## src/rtl/pipe_skid_reg.sv

```systemverilog
// rtl/pipe_skid_reg.sv - valid/ready pipeline stage register with 2-entry skid buffer and flush
// Optional stall-cycle counter enabled by defining PIPE_STALL_CNT_EN.
module pipe_skid_reg #(
    parameter int DATA_W      = 160,
    parameter bit ZERO_ON_POP = 1'b1
) (
    input  logic              clk,
    input  logic              reset,
    input  logic              flush,
    input  logic              in_valid,
    input  logic [DATA_W-1:0] in_data,
    output logic              in_ready,
    output logic              out_valid,
    output logic [DATA_W-1:0] out_data,
    input  logic              out_ready,
    output logic [1:0]        level,
    output logic [15:0]       stall_cnt
);

    // State bits are {main_valid, skid_valid}; 2'b01 is unreachable.
    typedef enum logic [1:0] {
        EMPTY = 2'b00,
        FULL  = 2'b10,
        SKID  = 2'b11
    } state_t;

    state_t            state;
    logic [DATA_W-1:0] main_data;
    logic [DATA_W-1:0] skid_data;

    logic main_valid;
    logic skid_valid;
    logic accept;
    logic pop;

    assign main_valid = state[1];
    assign skid_valid = state[0];

    assign in_ready  = !skid_valid;
    assign out_valid = main_valid;
    assign out_data  = main_data;
    assign level     = {1'b0, main_valid} + {1'b0, skid_valid};

    assign accept = in_valid && in_ready;
    assign pop    = main_valid && out_ready;

    always_ff @(posedge clk) begin
        if (reset || flush) begin
            state     <= EMPTY;
            main_data <= '0;
            skid_data <= '0;
        end else begin
            case (state)
                EMPTY: begin
                    if (in_valid) begin
                        state     <= FULL;
                        main_data <= in_data;
                    end
                end
                FULL: begin
                    if (pop && accept) begin
                        main_data <= in_data;
                    end else if (pop) begin
                        state <= EMPTY;
                        if (ZERO_ON_POP) begin
                            main_data <= '0;
                        end
                    end else if (accept) begin
                        state     <= SKID;
                        skid_data <= in_data;
                    end
                end
                SKID: begin
                    if (pop) begin
                        state     <= FULL;
                        main_data <= skid_data;
                        skid_data <= '0;
                    end
                end
                default: begin
                    // Self-recover from the illegal encoding rather than lock up.
                    state     <= EMPTY;
                    main_data <= '0;
                    skid_data <= '0;
                end
            endcase
        end
    end

`ifdef PIPE_STALL_CNT_EN
    logic [15:0] stall_q;

    // Saturating; flush deliberately leaves it alone so stalls survive bubbles.
    always_ff @(posedge clk) begin
        if (reset) begin
            stall_q <= 16'h0000;
        end else if (main_valid && !out_ready && (stall_q != 16'hFFFF)) begin
            stall_q <= stall_q + 16'd1;
        end
    end

    assign stall_cnt = stall_q;
`else
    assign stall_cnt = 16'h0000;
`endif

endmodule

```

## config.mk

```make
export PLATFORM = sky130hd
export DESIGN_NAME = pipe_skid_reg
export DESIGN_NICKNAME = d
export VERILOG_FILES = /design/src/rtl/pipe_skid_reg.sv
export SDC_FILE = /design/constraint.sdc
export NUM_CORES = 1
export LEC_CHECK = 0
export CAP_MARGIN = 20
export CORE_MARGIN = 2
export CORE_UTILIZATION = 54
export DETAILED_ROUTE_END_ITERATION = 8
export GPL_TIMING_DRIVEN = 0
export PLACE_DENSITY = 0.95
export SLEW_MARGIN = 15
export SYNTH_ARGS = -nofsm -noshare
export SYNTH_HDL_FRONTEND = slang
export SYNTH_SLANG_ARGS = --single-unit
```

## constraint.sdc

```tcl
create_clock -name clk -period 4.95 [get_ports clk]
set_input_delay 0.495 -clock clk [delete_from_list [all_inputs] [get_ports clk]]
set_output_delay 0.495 -clock clk [all_outputs]
set_load 0.02 [all_outputs]
```

==> results of run 1 <==
==> cell usage in the layout, fill, tap and decap left out, drive strengths merged, types with 2 or more instances in the layout <==
cell / synthesis / routed
buf: 46 / 46
or2: 2 / 2
or3: 3 / 3
nand2: 5 / 5
mux2i: 2 / 2
clkbuf: 181 / 231
conb: 1 / 16
dfxtp: 322 / 322
nand3: 159 / 159
inv: 3 / 3
nand4: 160 / 160
diode: 0 / 3
o21ai: 319 / 319
bufinv: 0 / 3
ha: 4 / 4
a21oi: 322 / 322
a22o: 159 / 159
clkinv: 0 / 4
a21o: 2 / 2
clkdlybuf4s50: 0 / 328
and3: 2 / 2
==> flip-flops by register name, indices dropped and copies added, names as in the netlist <==
| register | count |
|---|---|
| out_data | 160 |
| skid_data | 160 |
| state | 2 |
==> kinds of logic after synthesis <==
group / count (synthesis)
simple gates: 335
other cells: 1
buf+inv: 230
compound gates: 806
flops: 322
xor+xnor: 1
mux: 2
fa+ha+maj: 4
==> report_power, final <==
part	internal (mW)	leakage, nW	total [mW]	switching, mW
sequential	2.66	2.61	2.69	0.0377
clock	1.63	0.578	2.67	1.04
combinational	0.425	3.48	1.08	0.655
total	4.71	6.67	6.45	1.73
==> critical path: stages (launching register included) <==
cell and delay, ns:
dfxtp_1 0.35, inv_1 0.13, ha_1 0.16, buf_2 0.24, nor2b_1 0.21, a21o_1 0.10, buf_2 0.25, clkbuf_1 0.91
clkbuf_1 0.45, nand3_1 0.20, o21ai_2 0.10
==> per-stage QoR <==
stage                     instance area (um^2)  hold slack, ns  total power, mW  setup WS, ns
after floorplan                          14200           0.450             3.32          2.61
final                                    19100           0.458             6.45          1.77
after CTS                                19100           0.460             6.44          1.88
after global placement                   17900           0.444             3.78          1.64
after detailed placement                 17900           0.452             3.80          1.52
after global routing                     19100           0.483             6.63          1.71
==> path summary, 6_finish.rpt <==
check,to,depth (start not counted)
hold reg to reg,out_data[13]$_SDFFE_PP0P_,2
hold / removal,out_data[13]$_SDFFE_PP0P_,2
setup / recovery,out_data[93]$_SDFFE_PP0P_,10
setup reg to reg,out_data[93]$_SDFFE_PP0P_,10
==> metal layers <==
layer  global-route usage [%]  wire length (um)  vias up
li1                         -                 -     7180
met1                     41.9             18700     7433
met2                     55.1             23100     1008
met3                     7.41              4720      191
met4                     18.2              2750        0
met5                        0                 0        -
==> cell type report <==
class | instances | area, um^2
fill | 1875 | 6810
multi-input combinational | 1164 | 6730
clock inverter | 8 | 121
timing repair buffer | 328 | 3280
buffer | 227 | 1030
tap | 335 | 419
inverter | 3 | 11.3
antenna | 3 | 7.51
sequential | 322 | 6450
clock buffer | 50 | 1050
==> summary.txt, run 1 <==
Critical path
  – Reg2reg start: state[0]$_SDFFE_PP0P_
  – Worst setup startpoint: state[0]$_SDFFE_PP0P_
  – WS Path Type: reg -> reg
  – FF-to-FF setup slack: about 1.8 ns
  – CP max FO: 10
  – Crit path launch type: flop
  – Worst path required time: between 5 and 6 ns
  – Arrival time at the worst endpoint: roughly 3.6 ns
  – Crit path capture type: flop

CTS
  – CTS root buffer: clkbuf_16
  – Clk Latency, worst-skew pair: roughly 0.51 ns
  – Clock sinks: between 300 and 400
  – Post_cts resized: 0
  – CTS tree: yes
  – Reg clk slew, reported paths: ~0.06 ns
  – Hold Buf Count CTS: 0
  – Total CTS buffers: 35
  – CTS Buffer Depth: 3
  – H-tree levels: 2
  – Post-CTS setup buffer count: 0

STA
  – Max_slew headroom: around a fifth
  – Period utilization: around 64%
  – Max Slew Vio Count: 0
  – Layout Skew: between 0.008 and 0.009 ns
  – Final-report hold violation count: 0
  – Min Clock Period, post-route: ~3.2 ns
  – Final setup vio count: 0
  – Setup TNS: 0 ns
  – Fmax: between 300 and 400 MHz
  – Worst slew pin tran: 1.19 ns
  – RSZ-0062 raised after global routing: false

Logic synthesis
  – Yosys top cell area share: 45.5%
  – Simple-gate share of the synthesized area: 13.3%
  – Leading area contributor after synthesis: dfxtp_1
  – XOR/XNOR share of the synthesized area: less than 1%
  – Sequential-to-total area share from yosys stat: around 46%
  – Area contributors post-synth: dfxtp_1 46%, a21oi_1 11%, a22o_1 9.8%
  – Compound-gate portion of the synthesized area: 33.2%
  – Ys Warns: 0
  – Top FF cell, synth: dfxtp_1
  – Synthesized netlist cell count: about 1700
  – Mean Syn Cell Area: 8.32 um^2
  – Yosys cell types: 32
  – Most frequent cells after synthesis: 322 x a21oi_1, 322 x dfxtp_1, 209 x o21ai_0
  – Post-synthesis adder-cell area fraction: less than 1%
  – Post-synthesis mux area share: less than 1%
  – Post-synth EDFFs: 0
  – Largest family of logic cells by synthesized area: compound AO/OA/AOI/OAI gates
  – FF+latch count, synth: about 320
  – Async SR Flop Fraction: 0%
  – Syn Std Cell Area: 14200 um^2

Global routing
  – Overflow left after global routing: 0
  – First-pass GRT wire length: 77400 um
  – Number of global-route vias before repair: approximately 15000
  – Largest net degree at the start of global routing: 15
  – Antenna violations before repair: 4
  – Gr usage total: between 30% and 40%

Floorplan
  – Die W: roughly 170 um
  – Die area: between 20000 and 30000 um^2
  – IO Count: ~350
  – Die height: roughly 170 um
  – FP Rows: 59
  – Core area: 25900 um^2
  – Initial Util: between 50% and 60%

Final layout
  – Finished Core Util: approximately 74%
  – Post-layout nets: 2250
  – Synth-to-layout area growth: 34.9%
  – Non-filler cells, final: 2440
  – Layout cells sized above 1: around 5.4%

Place
  – Global placement routability congestion: 0.884
  – Cells after DPL: ~2400
  – Buffers on Ports: between 300 and 400
  – Post-DP HPWL: around 34000 um

Hold path
  – Startpoint of the worst hold path: out_data[13]$_SDFFE_PP0P_
  – Hold Crit Class: reg -> reg

Detailed routing
  – Final WL: between 40000 and 50000 um
  – DR vias/cell: roughly 6.5
  – DRT iter0 DRCs: roughly 1900
  – Drt drc: 0
  – Detailed Routing Iterations Pass 1: 6
  – Drt wl/cell: approximately 20 um
  – Post-DRT Antenna Nets: 0
  – Vias: between 15000 and 20000

Run status
  – Status: finished clean

Power
  – Leakage Power: between 6 and 7 nW
  – Pwr dens: roughly 340 nW/um^2
  – Max VDD drop: 423 uV

Flow run
  – Max_cap viols: 0
No activity file was read; power rests on OpenSTA's default activity.
==> run 2, diff against run 1 <==
--- a/config.mk
+++ b/config.mk
@@ -7,10 +7,10 @@
 export LEC_CHECK = 0
 export CAP_MARGIN = 20
 export CORE_MARGIN = 2
-export CORE_UTILIZATION = 54
+export CORE_UTILIZATION = 50
 export DETAILED_ROUTE_END_ITERATION = 8
 export GPL_TIMING_DRIVEN = 0
-export PLACE_DENSITY = 0.95
+export PLACE_DENSITY = 0.92
 export SLEW_MARGIN = 15
 export SYNTH_ARGS = -nofsm -noshare
 export SYNTH_HDL_FRONTEND = slang
==> constraint.sdc (replaced) <==
create_clock -name clk -period 3.1 [get_ports clk]
set_input_delay 0.31 -clock clk [delete_from_list [all_inputs] [get_ports clk]]
set_output_delay 0.31 -clock clk [all_outputs]
set_load 0.02 [all_outputs]
==> run 2 against run 1 <==
Final cell count grew 1.8%. Via count shrank 0.58%. Critical path type unchanged. Die area grew 7.8%.
==> summary.txt, run 2 (synthesis gave the netlist of run 1 again) <==
Run status
  – Status: finished clean (unchanged)

STA
  – Final-report hold violation count: 0 (unchanged)
  – Max_slew headroom: 26.8% (was 20.5%)
  – Final setup vio count: 0 (unchanged)
  – Min Clock Period, post-route: 2.91 ns (was 3.18 ns)
  – RSZ-0062 raised after global routing: false (unchanged)
  – Worst slew pin tran: 1.10 ns (was 1.19 ns)
  – Max Slew Vio Count: 0 (unchanged)
  – Setup TNS: 0 ns (unchanged)
  – Fmax: 343 MHz (was 315 MHz)
  – Period utilization: 94.0% (was 64.2%)
  – Layout Skew: 0.0171 ns (was 0.00804 ns)

Global routing
  – Largest net degree at the start of global routing: 14 (was 15)
  – Antenna violations before repair: 8 (was 4)
  – Number of global-route vias before repair: 14800 (was 14900)
  – Gr usage total: 32.1% (was 33.8%)
  – First-pass GRT wire length: 76800 um (was 77400 um)
  – Overflow left after global routing: 0 (unchanged)

Final layout
  – Commonest non-fill, non-tap cell in the layout: clkdlybuf4s50_1 (unchanged)
  – Seq. cell area: 6450 um^2 (unchanged)
  – Non-filler cells, final: 2485 (was 2440)
  – # fillers: 2141 (was 1875)
  – Commonest cells after routing, fill and taps aside: 328 x clkdlybuf4s50_1, 322 x a21oi_1, 322 x dfxtp_1 (unchanged)
  – Multi-input gate area: 6730 um^2 (unchanged)
  – Post-layout nets: 2249 (was 2250)
  – Synth-to-layout area growth: 34.7% (was 34.9%)
  – Layout cells sized above 1: 5.34% (was 5.38%)

Detailed routing
  – DR vias/cell: 6.33 (was 6.48)
  – DRT iter0 DRCs: 1829 (was 1883)
  – Drt wl/cell: 20.0 um (was 20.2 um)
  – Drt drc: 0 (unchanged)
  – Post-DRT Antenna Nets: 0 (unchanged)
  – Vias: 15700 (was 15800)
  – Final WL: 49800 um (was 49200 um)
  – Detailed Routing Iterations Pass 1: 6 (unchanged)

Power
  – Max VDD drop: 368 uV (was 423 uV)
  – Leakage Power: 6.63 nW (was 6.67 nW)
  – Clk pwr share: 40.0% (was 41.5%)
  – Pwr dens: 527 nW/um^2 (was 338 nW/um^2)
  – Switch share: 27.7% (was 26.9%)
  – P_sw: 2.78 mW (was 1.73 mW)
  – Comb pwr share: 17.1% (was 16.7%)
  – Flop pwr share: 42.9% (was 41.8%)
  – Internal power of the cells: 7.26 mW (was 4.71 mW)

CTS
  – H-tree levels: 2 (unchanged)
  – Clock sinks: 322 (unchanged)
  – Hold Buf Count CTS: 0 (unchanged)
  – Clk Latency, worst-skew pair: 0.51 ns (about the same)
  – Total CTS buffers: 35 (unchanged)
  – CTS root buffer: clkbuf_16 (unchanged)
  – Reg clk slew, reported paths: 0.06 ns (about the same)
  – CTS Buffer Depth: 3 (unchanged)
  – CTS tree: yes (unchanged)

Critical path
  – Worst reg-to-reg path cell count: 7 (was 10)
  – Reg2reg start: state[1]$_SDFFE_PP0P_ (was state[0]$_SDFFE_PP0P_)
  – Worst path bufs/invs: 3 (was 5)
  – Crit path launch type: flop (unchanged)
  – Arrival time at the worst endpoint: 3.33 ns (was 3.62 ns)
  – Critical path's slowest cell: a21oi_1 (was clkbuf_1)
  – CP max FO: 10 (unchanged)
  – FF-to-FF setup slack: 0.19 ns (was 1.77 ns)
  – CP Cell Sequence: ha_1, clkbuf_1, a21oi_1, clkbuf_2, buf_2, nand4_1, a21oi_1 (was inv_1, ha_1, buf_2, nor2b_1, a21o_1, buf_2, clkbuf_1, clkbuf_1, nand3_1, o21ai_2)
  – R2R Path End: skid_data[158]$_SDFFE_PP0P_ (was out_data[93]$_SDFFE_PP0P_)
  – Max incr delay on CP: 0.78 ns (was 0.91 ns)
  – Crit path capture type: flop (unchanged)
  – Top cell by count, worst path: a21oi_1
  – Worst path required time: 3.52 ns (was 5.39 ns)
  – WS Path Type: reg -> reg (unchanged)
  – Delay-heaviest family, CP: buffers and inverters (unchanged)

Hold path
  – Hold Crit Class: in -> reg (was reg -> reg)
  – Startpoint of the worst hold path: in_data[125] (was out_data[13]$_SDFFE_PP0P_)
  – Hold depth: 3 (was 2)
  – Endpoint, Worst Hold: skid_data[125]$_SDFFE_PP0P_ (was out_data[13]$_SDFFE_PP0P_)

Place
  – Buffers on Ports: 328 (unchanged)
  – Global placement routability congestion: 0.853 (was 0.884)
  – Cells after DPL: 2422 (was 2379)
  – Post-DP HPWL: 34200 um (was 33800 um)

Floorplan
  – IO Count: 345 (unchanged)
  – Initial Util: 50.8% (was 54.6%)
  – Core area: 27900 um^2 (was 25900 um^2)
  – Die W: 172 um (was 166 um)
  – Die area: 29700 um^2 (was 27500 um^2)
  – FP Rows: 61 (was 59)
  – Die height: 172 um (was 166 um)

Flow run
  – Max_cap viols: 0 (unchanged)
## run 2: changes by cell type in the layout (fill, tap and decap cells not counted), sizes merged
cell    before  now
diode        3    9
clkbuf     231  227
bufinv       3    1
inv          3    4
clkinv       4    5
## run 2: cell type report
type	instances	area share [%]
plain buffers	226	5.39
clock buffers	47	5.26
flip-flops and latches	322	33.8
clock inverters	8	0.374
well taps	378	2.48
inverters	3	0.0591
diodes	9	0.118
multi-input cells	1164	35.3
repair buffers	328	17.2
## run 2: stage by stage
stage / cell area, um^2 / total power, mW / setup WS [ns] / util [%] / hold slack [ns]
after detailed placement: 18000 / 6.06 / -0.126 / 64.5 / 0.452
final: 19100 / 10.0 / 0.187 / 68.4 / 0.450
after floorplan: 14200 / 5.29 / 0.761 / - / 0.450
after CTS: 19000 / 10.0 / 0.0549 / 68.4 / 0.430
after global placement: 18000 / 6.03 / -0.116 / 64.5 / 0.447
after global routing: 19100 / 10.3 / 0.116 / 68.4 / 0.452
## run 2: worst max path at each step
stage,slack (ns),cells past startpoint,startpoint,end
6_report,0.19,7,state[1]$_SDFFE_PP0P_,skid_data[158]$_SDFFE_PP0P_
5_1_grt,0.12,8,state[1]$_SDFFE_PP0P_,skid_data[158]$_SDFFE_PP0P_
4_1_cts,0.05,10,state[0]$_SDFFE_PP0P_,out_data[21]$_SDFFE_PP0P_
3_5_place_dp,-0.13,7,in_valid,skid_data[149]$_SDFFE_PP0P_
3_3_place_gp,-0.12,7,in_valid,skid_data[149]$_SDFFE_PP0P_
2_1_floorplan,0.76,11,state[1]$_SDFFE_PP0P_,out_data[100]$_SDFFE_PP0P_
## run 2: timing repair
item | CTS | global route
pin swaps | 0 | 0
resized for setup | 1 | 6
buffers inserted | 0 | 0
endpoints found under the setup margin | 3 | 141
## run 2: worst min-delay path, cell delays in order
cell and delay (ns):
clkdlybuf4s50_1 0.45, nand4_1 0.09, a21oi_1 0.05
## run 2: power by group through the flow
stage               Clock (mW)  Sequential (mW)  Combinational [mW]
floorplan                    0             4.50               0.791
global placement             0             4.39                1.64
detailed placement           0             4.39                1.67
CTS                       4.03             4.30                1.69
global route              4.19             4.31                1.83
finish                    4.02             4.30                1.72
## run 2: routing by layer
layer	share of wire, %	track usage, %	vias to the layer above
li1	-	-	7164
met1	38	40.3	7369
met2	47	52.8	1018
met3	9.7	6.04	170
met4	4.8	16.6	0
met5	0	0	-
